File: config.mk
export PLATFORM = sky130hd
export DESIGN_NAME = simple_fifo_arbiter
export DESIGN_NICKNAME = d
export VERILOG_FILES = /design/src/rtl/simple_fifo_arbiter.sv
export SDC_FILE = /design/constraint.sdc
export NUM_CORES = 1
export LEC_CHECK = 0
export BUFFER_PORTS_ARGS = -buffer_cell sky130_fd_sc_hd__buf_4
export CORE_UTILIZATION = 39
export DETAILED_ROUTE_END_ITERATION = 8
export PLACE_DENSITY = 0.76
export SLEW_MARGIN = 25
export SYNTH_ARGS = -nofsm -noshare
export SYNTH_HDL_FRONTEND = slang
export SYNTH_SLANG_ARGS = --single-unit
File: constraint.sdc
create_clock -name clk -period 5.95 [get_ports clk]
set_input_delay 1.785 -clock clk [delete_from_list [all_inputs] [get_ports clk]]
set_output_delay 1.785 -clock clk [all_outputs]
set_load 0.005 [all_outputs]
File: src/rtl/simple_fifo_arbiter.sv
// Packet-level round-robin arbiter in front of a narrow-to-wide FIFO adapter write port.
// A grant covers a whole packet (or MAX_PKT_BEATS beats); accepted beats leave through one register.
module simple_fifo_arbiter #(
    parameter int unsigned NUM_REQ       = 4,
    parameter int unsigned DATA_WIDTH    = 16,
    parameter int unsigned MAX_PKT_BEATS = 256
) (
    input  logic                                            clk,
    input  logic                                            rstn,
    input  logic [NUM_REQ-1:0]                              req_vld,
    input  logic [NUM_REQ*DATA_WIDTH-1:0]                   req_dat,
    input  logic [NUM_REQ-1:0]                              req_last,
    output logic [NUM_REQ-1:0]                              req_rdy,
    output logic                                            wr_ena,
    output logic [DATA_WIDTH-1:0]                           wr_dat,
    output logic                                            wr_last,
    input  logic                                            wr_full,
    output logic [((NUM_REQ > 1) ? $clog2(NUM_REQ) : 1)-1:0] grant_id,
    output logic                                            busy,
    output logic                                            trunc_err
);

    localparam int unsigned IdW  = (NUM_REQ > 1) ? $clog2(NUM_REQ) : 1;
    localparam int unsigned CntW = $clog2(MAX_PKT_BEATS + 1);
    localparam logic [CntW-1:0] LastCnt = CntW'(MAX_PKT_BEATS - 1);
    localparam logic [IdW-1:0]  LastId  = IdW'(NUM_REQ - 1);

    typedef enum logic [0:0] {StIdle, StXfer} state_e;

    state_e                state_q, state_d;
    logic [IdW-1:0]        rr_ptr_q, rr_ptr_d;
    logic [IdW-1:0]        grant_q, grant_d;
    logic [CntW-1:0]       beat_cnt_q, beat_cnt_d;
    logic                  wr_ena_q, wr_ena_d;
    logic [DATA_WIDTH-1:0] wr_dat_q, wr_dat_d;
    logic                  wr_last_q, wr_last_d;
    logic                  trunc_err_q, trunc_err_d;

    logic                  sel_vld;
    logic                  sel_last;
    logic [DATA_WIDTH-1:0] sel_dat;
    logic [IdW-1:0]        pick;
    logic                  at_limit;

    // Only the granted requester's lanes are ever looked at.
    always_comb begin
        sel_vld  = 1'b0;
        sel_last = 1'b0;
        sel_dat  = '0;
        for (int i = 0; i < NUM_REQ; i++) begin
            if (grant_q == IdW'(i)) begin
                sel_vld  = req_vld[i];
                sel_last = req_last[i];
                sel_dat  = req_dat[i*DATA_WIDTH +: DATA_WIDTH];
            end
        end
    end

    // First pass finds the lowest valid index overall (the wrap-around case); the second pass
    // overrides it with the lowest valid index at or above rr_ptr when one exists.
    always_comb begin
        pick = '0;
        for (int i = NUM_REQ - 1; i >= 0; i--) begin
            if (req_vld[i]) pick = IdW'(i);
        end
        for (int i = NUM_REQ - 1; i >= 0; i--) begin
            if (req_vld[i] && (IdW'(i) >= rr_ptr_q)) pick = IdW'(i);
        end
    end

    always_comb begin
        for (int i = 0; i < NUM_REQ; i++) begin
            req_rdy[i] = (state_q == StXfer) && (grant_q == IdW'(i)) && !wr_full;
        end
    end

    assign at_limit = (beat_cnt_q == LastCnt);

    always_comb begin
        state_d     = state_q;
        rr_ptr_d    = rr_ptr_q;
        grant_d     = grant_q;
        beat_cnt_d  = beat_cnt_q;
        wr_ena_d    = 1'b0;
        wr_dat_d    = wr_dat_q;
        wr_last_d   = 1'b0;
        trunc_err_d = 1'b0;
        unique case (state_q)
            StIdle: begin
                if (|req_vld) begin
                    grant_d    = pick;
                    beat_cnt_d = '0;
                    state_d    = StXfer;
                end
            end
            StXfer: begin
                if (sel_vld && !wr_full) begin
                    wr_ena_d    = 1'b1;
                    wr_dat_d    = sel_dat;
                    wr_last_d   = sel_last | at_limit;
                    trunc_err_d = at_limit & ~sel_last;
                    beat_cnt_d  = beat_cnt_q + 1'b1;
                    if (sel_last || at_limit) begin
                        state_d  = StIdle;
                        rr_ptr_d = (grant_q == LastId) ? '0 : grant_q + 1'b1;
                    end
                end
            end
            default: state_d = StIdle;
        endcase
    end

    always_ff @(posedge clk) begin
        if (!rstn) begin
            state_q     <= StIdle;
            rr_ptr_q    <= '0;
            grant_q     <= '0;
            beat_cnt_q  <= '0;
            wr_ena_q    <= 1'b0;
            wr_dat_q    <= '0;
            wr_last_q   <= 1'b0;
            trunc_err_q <= 1'b0;
        end else begin
            state_q     <= state_d;
            rr_ptr_q    <= rr_ptr_d;
            grant_q     <= grant_d;
            beat_cnt_q  <= beat_cnt_d;
            wr_ena_q    <= wr_ena_d;
            wr_dat_q    <= wr_dat_d;
            wr_last_q   <= wr_last_d;
            trunc_err_q <= trunc_err_d;
        end
    end

    assign wr_ena    = wr_ena_q;
    assign wr_dat    = wr_dat_q;
    assign wr_last   = wr_last_q;
    assign trunc_err = trunc_err_q;
    assign grant_id  = grant_q;
    assign busy      = (state_q == StXfer);

endmodule

# Yosys cells after proc, flatten, opt, wreduce, memory -nomap -nowiden
# Index checks and enable logic that the tools add are counted.
dict set report classes {
  add_sub_neg 2
  magnitude_cmp 4
  n_eq_ne 6
  mux 29
  bitwise 4
  n_reduce_logical 23
}
# cell count
set ops {}
lappend ops {{16-bit 2-to-1 mux} 4}
lappend ops {{2-bit 2-to-1 mux} 9}
lappend ops {{9-bit 2-to-1 mux} 2}
lappend ops {{9-bit case mux with 2 select lines} 1}
lappend ops {{1-bit logical AND} 13}
lappend ops {{1-bit 2-to-1 mux} 12}
lappend ops {{9-bit by 1-bit adder with 9-bit output (second input constant)} 1}
lappend ops {{9-bit by 8-bit == test with 1-bit output (second input constant)} 1}
lappend ops {{2-bit AND reduction} 4}
lappend ops {{3-bit AND reduction} 2}
lappend ops {{2-bit == test (second input constant)} 2}
lappend ops {{1-bit by 2-bit >= comparator with 1-bit output (first input constant)} 2}
lappend ops {{2-bit >= comparator (first input constant)} 2}
lappend ops {{4-bit OR reduction} 1}
lappend ops {{2-bit by 1-bit adder with 2-bit output (second input constant)} 1}
lappend ops {{2-bit by 1-bit == test with 1-bit output (second input constant)} 1}
lappend ops {{2-bit logical NOT} 1}
lappend ops {{2-bit by 1-bit inequality test with 1-bit output (second input constant)} 1}
lappend ops {{2-bit inequality test (second input constant)} 1}
lappend ops {{1-bit inverter} 2}
lappend ops {{1-bit case mux with 2 select lines} 1}
lappend ops {{1-bit bitwise AND} 1}
lappend ops {{1-bit logical NOT} 1}
lappend ops {{1-bit logical OR} 1}
lappend ops {{1-bit OR} 1}
dict set report word_totals {
  regBits 33
  inputBits 75
  out_inout_bits 26
  word_cells 76
}

# Depth between registers and ports, before layout
dict set report logic_depth {
  ltp_word 9
  mapped_depth 9
  depth_no_buf 8
}

# Worst setup path before layout
# Ideal clock, no wire load.
dict set report synth_path {
  path_type {input to output}
  start {input port wr_full}
  end {output port req_rdy[0]}
  t_arrival_ns 2.176
  path_slack_ns 1.989
  stages 2
  path_buffers 0
  path_cell_list {and2b_1 -> and2_1}
}
dict set report synth_between {
  elab_chain_cells 2
}
# item line
set synth_lines {}
lappend synth_lines {{start, declared} 17} ;# input logic wr_full,
lappend synth_lines {{1-bit logical NOT} 73} ;# req_rdy[i] = (state_q == StXfer) && (grant_q == IdW'(i)) && !wr_full;
lappend synth_lines {{1-bit logical AND} 73}
lappend synth_lines {{end, declared} 13} ;# output logic [NUM_REQ-1:0] req_rdy,
# No other way between the ends.

# Worst setup path in the final report
dict set report layout_path {
  start {register grant_q[0] (netlist: grant_id[0])}
  end {output port req_rdy[2]}
}
dict set report layout_between {
  elab_chain_cells 3
}
# item line
set layout_lines {}
lappend layout_lines {{start, declared} 32} ;# logic [IdW-1:0] grant_q, grant_d;
lappend layout_lines {{start signal, assigned} 126} ;# grant_q <= grant_d;
lappend layout_lines {{2-bit == test} 73}
lappend layout_lines {{1-bit logical AND (2 in series)} 73}
# No other way between the ends.

==> results.json <==
{
  "synth_cell_types": 47,
  "drt-pass1-iter-count": 4,
  "switching_share_pct": 24.7,
  "postSynth.asyncResetShare_pct": 0,
  "grt_first_pass_wirelength_mm": 9.41,
  "final-setup-viol-count": 0,
  "arrival_ns": 2.50,
  "synth-edff-count": 0,
  "final-max-slew-violation-count": 0,
  "floorplan.die.width_um": 73.5,
  "grt_setup_unrepaired": "no",
  "grt_overflow_total": 0,
  "finalWeightedCongestion": 0.801,
  "timing.critical_path.required_ns": 4.16,
  "netlist_instances": 264,
  "fin_crit_sh_pct": 72.1,
  "ctsResizeCount": 0,
  "critical_path.endpoint_type": "output pin",
  "antenna_left": 0,
  "rows": 25,
  "clock_path_buffers": 2,
  "seq_power_share_pct": 37.8,
  "crit_type": "flip-flop to output pin",
  "grt_util_all_layers_pct": 22.1,
  "detailroute.via_count": 2261,
  "yosysWarnings": 0,
  "drive_above_1_share_pct": 33.2,
  "timing.critical_path.slowest_stage_cell": "sky130_fd_sc_hd__clkinv_1",
  "combinationalPowerShare_pct": 22.7,
  "final_antenna_diode_count": 0,
  "power_leakage_nw": 1.27,
  "critical_path.max_fanout": 26,
  "worstSkewPairLatency_ns": 0.28,
  "start_kind": "flip-flop",
  "synth_area_per_cell_um2": 7.56,
  "max_freq_mhz": 233,
  "timing_hold_violations_final": 0,
  "fp.dieH_um": 73.5,
  "synth-seq-area-share_pct": 33.1,
  "place_hpwl_mm": 4.39,
  "detail_route.vias_per_cell": 5.36,
  "layout.nets": 435,
  "internal_power_w": 0.000474,
  "port_buffer_cells": 100,
  "pin_count_of_the_biggest_net_entering_global_routing": 43,
  "status": "finished clean",
  "synth.ff_latch_count": 33,
  "area_growth_syn_to_layout_pct": 45.3,
  "cts_tree": "done",
  "htree_levels": 2,
  "power_frac_clock_pct": 39.6,
  "cts.sink_count": 33,
  "pwr_density_nw_per_um2": 217,
  "post_cts.repair.setup_buffers": 0,
  "core_um2": 4820,
  "irDropWorstVdd_mv": 0.146,
  "timing.critical_path.cells": "inv_1 -> ha_1 -> clkinv_1 -> nor2_1 -> buf_4",
  "smallest_hold_slack_ns": 0.491,
  "crit_path_max_incr_delay_ns": 0.79,
  "start_util_pct": 41.4,
  "drcViolationCount": 0,
  "cts_bufs_inserted": 5,
  "max-slew-margin-rel_pct": 48.1,
  "detail_route.wirelength_mm": 6.07,
  "cts_root_buffer": "sky130_fd_sc_hd__clkbuf_8",
  "first_global_vias": 2105,
  "routed_wire_per_std_cell_um": 14.4,
  "fin_worst_skew_ns": 0.00308,
  "synthesis.nets": 345,
  "min-delay-path-class": "flip-flop to flip-flop",
  "cts_hold_buffers": 0,
  "antenna_violations_before_repair": 0,
  "detail_route.iter0.violations": 116,
  "postSynth.topFlopCell": "sky130_fd_sc_hd__dfxtp_1",
  "cts.clk_slew.worst_paths_ns": 0.07,
  "final_period_minus_worst_setup_slack_ns": 4.29,
  "fin_tns_setup_ns": 0,
  "worst-slew-pin-transition_ns": 0.773,
  "floorplan.io_pins": 101,
  "die-area_um2": 5410,
  "maxCapViolations": 0,
  "mappedNetlistArea_um2": 2000,
  "total_switching_power_w": 0.000155
}
## per-layer routing
| layer | track usage [%] | up-vias | wire length (µm) |
|---|---|---|---|
| li1 | - | 1146 | - |
| met1 | 26.7 | 1051 | 2600 |
| met2 | 39.3 | 56 | 3100 |
| met3 | 4.25 | 8 | 269 |
| met4 | 6.62 | 0 | 99 |
| met5 | 0 | - | 0 |
## power groups by stage
stage | clock [W] | combinational [W] | sequential, W
floorplan | 0 | 0.0000729 | 0.000242
global placement | 0 | 0.000140 | 0.000242
detailed placement | 0 | 0.000142 | 0.000242
CTS | 0.000255 | 0.000143 | 0.000238
global route | 0.000262 | 0.000157 | 0.000239
finish | 0.000249 | 0.000143 | 0.000238
## synth_stat cells, types with 2 or more instances
cell	number	area, µm²
sky130_fd_sc_hd__a21oi_1	40	200
sky130_fd_sc_hd__dfxtp_1	33	661
sky130_fd_sc_hd__nor2_1	28	105
sky130_fd_sc_hd__nand2_1	20	75.1
sky130_fd_sc_hd__o21ai_0	19	95.1
sky130_fd_sc_hd__nor3_1	11	55.1
sky130_fd_sc_hd__a221oi_1	9	78.8
sky130_fd_sc_hd__clkbuf_1	9	33.8
sky130_fd_sc_hd__nand3b_1	9	67.6
sky130_fd_sc_hd__inv_1	8	30.0
sky130_fd_sc_hd__a311oi_1	7	61.3
sky130_fd_sc_hd__buf_2	6	30.0
sky130_fd_sc_hd__ha_1	6	75.1
sky130_fd_sc_hd__nand3_1	6	30.0
sky130_fd_sc_hd__and2_1	4	25.0
sky130_fd_sc_hd__o22ai_1	4	25.0
sky130_fd_sc_hd__buf_1	3	11.3
sky130_fd_sc_hd__nand2b_1	3	18.8
sky130_fd_sc_hd__a211o_1	2	17.5
sky130_fd_sc_hd__a21boi_0	2	15.0
sky130_fd_sc_hd__a21o_1	2	15.0
sky130_fd_sc_hd__and3_1	2	12.5
sky130_fd_sc_hd__and3b_1	2	17.5
sky130_fd_sc_hd__clkinv_1	2	7.51
sky130_fd_sc_hd__mux2i_1	2	20.0
sky130_fd_sc_hd__nor2b_1	2	12.5
sky130_fd_sc_hd__o21a_1	2	15.0
sky130_fd_sc_hd__or3_1	2	12.5
## metrics by stage
step	utilization, %	area, µm²	setup WS [ns]	power (W)	cells
final	60.2	2900	1.66	0.000629	422
after global routing	60.2	2900	1.38	0.000658	422
after CTS	60.2	2900	1.63	0.000635	422
after detailed placement	57.4	2770	1.69	0.000385	414
after global placement	57.4	2770	1.71	0.000382	414
after floorplan	-	2000	1.99	0.000315	264
## flip-flops by register name, indices dropped and copies added, names as in the netlist
register and cells:
beat_cnt_q 9, grant_id 2, wr_ena 1, busy 1, wr_dat 16, wr_last 1
trunc_err 1, rr_ptr_q 2
## area by class of cell
class / instances / area (µm²)
Sequential cell: 33 / 661
Inverter: 10 / 37.5
Fill cell: 467 / 1920
Clock buffer: 5 / 68.8
Multi-Input combinational cell: 201 / 1210
Timing Repair Buffer: 103 / 773
Clock inverter: 3 / 65.1
Tap cell: 67 / 83.8
## cells in the final DEF (no fill, tap or decap), types with 2 or more instances in the layout
cell and count:
sky130_fd_sc_hd__buf_4 103, sky130_fd_sc_hd__a21oi_1 40, sky130_fd_sc_hd__dfxtp_1 33, sky130_fd_sc_hd__nor2_1 28, sky130_fd_sc_hd__nand2_1 20, sky130_fd_sc_hd__o21ai_0 19
sky130_fd_sc_hd__nor3_1 11, sky130_fd_sc_hd__nand3b_1 9, sky130_fd_sc_hd__a221oi_1 9, sky130_fd_sc_hd__inv_1 8, sky130_fd_sc_hd__a311oi_1 7, sky130_fd_sc_hd__nand3_1 6
sky130_fd_sc_hd__ha_1 6, sky130_fd_sc_hd__clkbuf_8 5, sky130_fd_sc_hd__and2_1 4, sky130_fd_sc_hd__o22ai_1 4, sky130_fd_sc_hd__nand2b_1 3, sky130_fd_sc_hd__and3_1 2
sky130_fd_sc_hd__clkinv_1 2, sky130_fd_sc_hd__and3b_1 2, sky130_fd_sc_hd__a211o_1 2, sky130_fd_sc_hd__a21o_1 2, sky130_fd_sc_hd__a21boi_0 2, sky130_fd_sc_hd__o21a_1 2
sky130_fd_sc_hd__or3_1 2, sky130_fd_sc_hd__mux2i_1 2, sky130_fd_sc_hd__nor2b_1 2, sky130_fd_sc_hd__bufinv_16 2
## worst paths after layout
path	from	to	slack [ns]	cells after the start
max	grant_id[0]$_SDFFE_PN0P_	req_rdy[2]	1.66	5
min	beat_cnt_q[1]$_SDFFE_PN0P_	beat_cnt_q[1]$_SDFFE_PN0P_	0.49	2
max reg2reg	grant_id[0]$_SDFFE_PN0P_	beat_cnt_q[4]$_SDFFE_PN0P_	3.00	7
min reg2reg	beat_cnt_q[1]$_SDFFE_PN0P_	beat_cnt_q[1]$_SDFFE_PN0P_	0.49	2
## worst max-delay path: cells and delay by family, from the launching register on
family / cells / cell delay, ns
adders and majority gates: 1 / 0.52
and+or+nand+nor: 1 / 0.28
DFF: 1 / 0.37
buffers and inverters: 3 / 1.05
## kinds of logic (layout without fill, tap and decap cells)
kind of cell / after synthesis / in the layout / synth area share [%]
compound gates: 98 / 98 / 31.7
fa+ha+maj: 6 / 6 / 3.76
buf+inv: 30 / 121 / 6.27
flops: 33 / 33 / 33.1
mux: 2 / 2 / 1.00
simple gates: 95 / 95 / 24.1
Note: power is estimated with default switching activity, not from simulation.
